File: src/rtl/uart_tx_engine.sv
// UART frame serialiser: start bit, 5-8 data bits LSB first, optional parity, 1 or 2 stop bits.
// Frame settings are captured at start_tx, so the register block may change them mid-frame.
module uart_tx_engine #(
    parameter int CLK_DIV = 434
) (
    input  logic       clk,
    input  logic       rst_n,
    input  logic       start_tx,
    input  logic [7:0] tx_data_in,
    input  logic [4:0] cfg_in,
    output logic       tx,
    output logic       tx_busy,
    output logic       tx_done
);

    localparam int DIV_W = (CLK_DIV > 2) ? $clog2(CLK_DIV) : 1;
    localparam logic [DIV_W-1:0] DIV_LAST = DIV_W'(CLK_DIV - 1);

    typedef enum logic [2:0] {IDLE, START, DATA, PARITY, STOP} state_t;

    state_t           state, state_nxt;
    logic [DIV_W-1:0] div_cnt, div_nxt;
    logic [2:0]       bit_idx, idx_nxt, idx_inc, last_idx;
    logic [7:0]       sh_data, sh_data_nxt;
    logic [4:0]       sh_cfg, sh_cfg_nxt;
    logic             tx_nxt, busy_nxt, done_nxt, div_tc;

    // Only the low N = 5 + len bits take part in the parity sum.
    function automatic logic parity_bit(input logic [7:0] d, input logic [1:0] len,
                                        input logic odd);
        logic [7:0] mask;
        mask = 8'hFF >> (2'd3 - len);
        return (^(d & mask)) ^ odd;
    endfunction

    assign div_tc   = (div_cnt == DIV_LAST);
    assign last_idx = 3'd4 + {1'b0, sh_cfg[1:0]};
    assign idx_inc  = bit_idx + 3'd1;

    always_comb begin
        state_nxt   = state;
        div_nxt     = div_tc ? '0 : div_cnt + 1'b1;
        idx_nxt     = bit_idx;
        sh_data_nxt = sh_data;
        sh_cfg_nxt  = sh_cfg;
        tx_nxt      = tx;
        busy_nxt    = tx_busy;
        done_nxt    = 1'b0;
        case (state)
            IDLE: begin
                tx_nxt   = 1'b1;
                busy_nxt = 1'b0;
                div_nxt  = '0;
                idx_nxt  = '0;
                if (start_tx) begin
                    sh_data_nxt = tx_data_in;
                    sh_cfg_nxt  = cfg_in;
                    state_nxt   = START;
                    busy_nxt    = 1'b1;
                    tx_nxt      = 1'b0;
                end
            end
            START: begin
                if (div_tc) begin
                    state_nxt = DATA;
                    idx_nxt   = '0;
                    tx_nxt    = sh_data[0];
                end
            end
            DATA: begin
                if (div_tc) begin
                    if (bit_idx == last_idx) begin
                        idx_nxt = '0;
                        if (sh_cfg[3]) begin
                            state_nxt = PARITY;
                            tx_nxt    = parity_bit(sh_data, sh_cfg[1:0], sh_cfg[4]);
                        end else begin
                            state_nxt = STOP;
                            tx_nxt    = 1'b1;
                        end
                    end else begin
                        idx_nxt = idx_inc;
                        tx_nxt  = sh_data[idx_inc];
                    end
                end
            end
            PARITY: begin
                if (div_tc) begin
                    state_nxt = STOP;
                    idx_nxt   = '0;
                    tx_nxt    = 1'b1;
                end
            end
            STOP: begin
                // bit_idx doubles as the stop-bit counter for 2-stop-bit frames.
                if (div_tc) begin
                    if (sh_cfg[2] && bit_idx == 3'd0) begin
                        idx_nxt = 3'd1;
                    end else begin
                        state_nxt = IDLE;
                        idx_nxt   = '0;
                        busy_nxt  = 1'b0;
                        done_nxt  = 1'b1;
                    end
                end
            end
            default: begin
                state_nxt = IDLE;
                div_nxt   = '0;
                tx_nxt    = 1'b1;
                busy_nxt  = 1'b0;
            end
        endcase
    end

    always_ff @(posedge clk or negedge rst_n) begin
        if (!rst_n) begin
            state   <= IDLE;
            div_cnt <= '0;
            bit_idx <= '0;
            sh_data <= '0;
            sh_cfg  <= '0;
            tx      <= 1'b1;
            tx_busy <= 1'b0;
            tx_done <= 1'b0;
        end else begin
            state   <= state_nxt;
            div_cnt <= div_nxt;
            bit_idx <= idx_nxt;
            sh_data <= sh_data_nxt;
            sh_cfg  <= sh_cfg_nxt;
            tx      <= tx_nxt;
            tx_busy <= busy_nxt;
            tx_done <= done_nxt;
        end
    end

endmodule

File: config.mk
export PLATFORM = sky130hd
export DESIGN_NAME = uart_tx_engine
export DESIGN_NICKNAME = d
export VERILOG_FILES = /design/src/rtl/uart_tx_engine.sv
export SDC_FILE = /design/constraint.sdc
export NUM_CORES = 1
export LEC_CHECK = 0
export ABC_AREA = 0
export ABC_CLOCK_PERIOD_IN_PS = 2500
export CAP_MARGIN = 20
export CORE_MARGIN = 2
export CORE_UTILIZATION = 55
export CTS_BUF_LIST = sky130_fd_sc_hd__clkbuf_8
export DETAILED_ROUTE_END_ITERATION = 12
export HOLD_SLACK_MARGIN = 0.15
export PLACE_DENSITY = 0.79
export SLEW_MARGIN = 10
export SYNTH_ARGS = -nofsm -noshare
export SYNTH_HDL_FRONTEND = slang
export SYNTH_SLANG_ARGS = --single-unit
File: constraint.sdc
create_clock -name clk -period 2.5 [get_ports clk]
set_input_delay 0.375 -clock clk [delete_from_list [all_inputs] [get_ports clk]]
set_output_delay 0.375 -clock clk [all_outputs]
set_load 0.02 [all_outputs]
# Word level (Yosys, flattened, before mapping)
# Index checks and enable logic that the tools add are counted.
# classes
addsub	4
shifts	1
n_lt_le_gt_ge	1
n_mux	33
n_bitwise	4
div_mod_pow	0
n_reduce_logical	13
n_mul	0
eq_ne	14
# op_table
op	n
2-to-1 mux 3 bit	12
2-to-1 mux 9 bit	2
case mux 3 bit (5 select lines)	1
2-to-1 mux 1 bit	14
!= test 2 bit, second input constant	7
case mux 3 bit (4 select lines)	1
adder 9 x 1 -> 9 bit, second input constant	1
equality test 9 bit, second input constant	1
AND 8 bit	1
AND reduction 4 bit	2
parity 8 bit	1
>> shifter 8 x 2 -> 8 bit, first input constant	1
AND reduction 7 bit	1
equality test 3 x 2 -> 1 bit, second input constant	2
zero test 3 bit	2
case mux 1 bit (5 select lines)	1
< comparator 3 x 4 -> 1 bit, second input constant	1
nonzero test 4 bit	1
OR reduction 4 bit	1
adder 3 x 1 -> 3 bit, second input constant	1
adder 3 x 2 -> 3 bit, first input constant	1
binary-select mux 1 bit (select 3 bit)	1
equality test 3 x 1 -> 1 bit, second input constant	1
equality test 3 bit	1
other kinds (11)	12
# word_totals
output_inout_bits	3
romBits	0
latchBits	0
ramBits	0
n_memories	0
register_bits	31

# Longest topological paths before layout
# logic_depth
depth_word	9
depth_mapped	8
mapped_depth_nobuf	7

# Worst setup path after synthesis
# No wires, ideal clock.
# synth_path
path_kind	register to register
from	register div_cnt[3]
to	register bit_idx[2]
t_required_ns	2.382
path_stages_with_launch	7
n_path_buf	1
arrival_time_ns	2.066
period_less_slack_ns	2.184
slack_ns	0.316
setup_time_ns	0.118
cell_sequence	dfrtp_1 or4b_1 or3_1 buf_6 maj3_2 o21bai_1 a21o_1
# synth_via
elab_chain_len	3
elab_cells_between_ends	5
cone_classes	4 x eq/ne; 1 x reduce/logical
# synth_rtl
element	line	source
from (decl)	22	logic [DIV_W-1:0] div_cnt, div_nxt;
from (signal assigned)	128	div_cnt <= div_nxt;
equality test 9 bit (*)	36	assign div_tc = (div_cnt == DIV_LAST);
!= test 2 x 1 -> 1 bit (no source line) / != test 2 bit (equally long branches)	--	
AND reduction 4 bit (no source line) (*)	--	
to (signal assigned)	129	bit_idx <= idx_nxt;
to (decl)	23	logic [2:0] bit_idx, idx_nxt, idx_inc, last_idx;
# Every way passes the cells marked *; elsewhere a longest branch is shown, timed or not.
# A chain may end at the register's enable or synchronous reset.

# Worst setup path after layout
# Ends and elaborated chain as after synthesis.

==> results by group <==
Floorplan
  • Chip width: 58.57 µm
  • Effective utilization at floorplan: 0.5888
  • Core box area: 2781 µm²
  • Die height: 58.57 µm
  • Site Rows: 19
  • IO Count: 19
  • Full die area: between 3000 and 4000 µm²

STA
  • Setup TNS: 0 ns
  • FMAX: 0.4326 GHz
  • Final setup margin: 0.1883 ns
  • Max-Slew Margin vs Limit: 0.6398
  • Worst Skew: just over 0.008 ns
  • Final Max Tran Viols: 0
  • Final Hold Vio Count: 0
  • Setup violators final: 0
  • Final min period: around 2.3 ns
  • Hold WS: 0.4814 ns
  • Slew @ Worst Pin: roughly 0.54 ns
  • Fin crit share: 0.9247
  • RSZ-0062 raised after global routing: no

Logic synthesis
  • Netlist Area Pre-Place: 1638 µm²
  • Yosys warnings: 0
  • Mapped Cells: 149
  • Syn Nets: 169
  • Syn Area/Cell: ~11 µm²
  • Cell taking the most area after synthesis: dfrtp_1
  • Top cells by count, synth: dfrtp_1 (30), nor2_1 (15), mux2_2 (14)
  • Synth cell types: 44
  • Yosys reg bits: 31
  • Post-synth EDFFs: 0
  • Synth top area share: 0.4584
  • Post-synthesis async set-or-reset flop share: 1.000
  • Largest cells by area after synthesis: dfrtp_1 (46%), mux2_2 (9.6%), xnor2_1 (5.3%)
  • Register area share after synthesis: 0.4744
  • Synth Flop Type: dfrtp_1
  • Most numerous cell in the Yosys netlist: dfrtp_1

Power
  • Comb pwr share: 0.378
  • P_sw: 747.4 µW
  • Internal power: roughly 1600 µW
  • Seq pwr share: 0.404
  • Leakage power: 0.0008453 µW
  • PwrDens: roughly 1200 nW/µm²
  • Clock network fraction of total power: 0.218
  • Sw Share: 0.3240
  • Peak VDD IR: just under 900 µV

Worst setup path
  • R2R cell count: 5
  • Worst EP arrival: 2.48 ns
  • End of the critical path: bit_idx[2]
  • R2r setup slk: 0.19 ns
  • Critical Path RT: 2.67 ns
  • First element of the critical path: div_cnt[3]
  • Reg-to-Reg End: bit_idx[2]
  • Critical Path Start Type: flop
  • CP Capture Type: flop
  • R2R Path Start: div_cnt[3]
  • Crit Path Class: flop to flop
  • Max FO, Critical Path: 9

GRT
  • Grt ovf: 0
  • Tot GR Track Use: 0.2176
  • First-pass GRT wire length: 5.402 mm
  • Initial antenna violation count: 0
  • Pin count of the biggest net entering global routing: 32
  • Number of global-route vias before repair: approximately 1.2k

Clock tree
  • Sinks on Clock Net: 31
  • # Post-CTS Setup Buffers: 0
  • Hold_buf cts: 0
  • CTS root buffer: clkbuf_8
  • Clk_lat worst skew: between 0.2 and 0.3 ns
  • TritonCTS clock tree: built
  • Resize count post-CTS: 0
  • CTS max path bufs: 2
  • Worst-path clk slew: around 0.07 ns
  • H-Tree Depth: 2
  • TritonCTS Buffers: 5

Drt
  • ANT nets after route: 0
  • Vias post-DR: 1187
  • Iteration-0 DRC Markers: 45
  • Final wirelength: 3.151 mm
  • Vias per cell: approximately 5.8
  • WL/cell: 15.52 µm
  • Drt first pass iters: 4
  • DRC viols: 0

Final layout
  • Layout Nets: ~190
  • Inserted Diodes: 0
  • Layout area overhead: 19.79%
  • Post-route cell area: roughly 2000 µm²
  • Layout cell share with drive strength beyond 1: 0.1744

Flow run
  • Max_cap viols: 0

Placement
  • Port Buffer Count: 18
  • Detailed Place HPWL: around 2.3 mm
  • Pre-CTS setup slack: 0.2097 ns
  • Post-DP Area: 1844 µm²
  • Gpl congestion: 0.7618

Hold path
  • Hold WC Path Type: input pin to async pin

Run status
  • Run status: complete, no violations
[worst max-delay path, cell delays in order (launching register included)]
cell and delay, ns:
dfrtp_1 0.42, or4b_1 0.52, or3_1 0.50, maj3_2 0.39
o21bai_1 0.18, a21o_1 0.18
[metrics by stage]
| step | utilization | total power [µW] | instances |
|---|---|---|---|
| 6_report | 0.7054 | 2307 | 203 |
| 5_1_grt | 0.7054 | 2467 | 203 |
| 4_1_cts | 0.7054 | 2320 | 203 |
| 3_5_place_dp | 0.6631 | 1802 | 195 |
| 3_3_place_gp | 0.6631 | 1748 | 195 |
| 2_1_floorplan | - | 1572 | 149 |
[flip-flops by register name (all words and copies together) (netlist names)]
name	count
tx_busy	1
tx	1
sh_data	8
bit_idx	3
div_cnt	9
state	3
tx_done	1
sh_cfg	5
[cell families (layout without fill, tap and decap cells)]
kind of cell / count (synthesis) / count (layout) / share of synthesized area
AND/OR/NAND/NOR: 47 / 47 / 0.1429
adder cells (fa/ha/maj): 5 / 5 / 0.03743
AO/OA/AOI/OAI: 24 / 24 / 0.09550
XOR/XNOR: 16 / 16 / 0.09396
flip-flops: 31 / 31 / 0.4744
buffers and inverters: 9 / 32 / 0.02597
multiplexers: 17 / 17 / 0.1299
[area by class of cell]
cell class | instances | area, µm²
clock buffers | 6 | 82.58
clock inverters | 2 | 35.03
fillers | 219 | 819.5
inverters | 4 | 15.01
multi-input cells | 109 | 818.3
flip-flops and latches | 31 | 777.0
well taps | 31 | 38.79
repair buffers | 20 | 195.2
[metal layers]
| metal | track usage | wire length [µm] | vias to the layer above |
|---|---|---|---|
| li1 | - | - | 571 |
| met1 | 0.2776 | 1365 | 574 |
| met2 | 0.3435 | 1555 | 33 |
| met3 | 0.05055 | 145 | 9 |
| met4 | 0.1201 | 84 | 0 |
| met5 | 0 | 0 | - |
[power groups by stage]
stage               registers, µW  clock network (µW)  logic, µW
finish                        932                 503        872
global route                  970                 538        959
CTS                           931                 510        879
detailed placement            938                   0        864
global placement              918                   0        830
floorplan                     879                   0        693
[placed cells by master, fill, tap and decap left out, types with 4 or more instances in the layout]
cell / Yosys / routed
nor2_1: 15 / 15
clkbuf_8: 0 / 6
ha_1: 4 / 4
xor2_1: 5 / 5
xnor2_1: 10 / 10
a21oi_1: 5 / 5
mux2_2: 14 / 14
dfrtp_1: 30 / 30
nand3_1: 5 / 5
o21ai_0: 6 / 6
clkdlybuf4s50_1: 0 / 18
nand2_1: 13 / 13
inv_1: 4 / 4
[worst min-delay path by stage]
stage               start  slack (ns)          to
2_1_floorplan       rst_n        0.08  bit_idx[0]
3_3_place_gp   div_cnt[0]        0.48  div_cnt[0]
3_5_place_dp   div_cnt[0]        0.49  div_cnt[0]
4_1_cts             rst_n        0.49     tx_busy
5_1_grt             rst_n        0.53  sh_data[2]
6_report            rst_n        0.48    state[1]
Power figures use the tool's default switching activity.
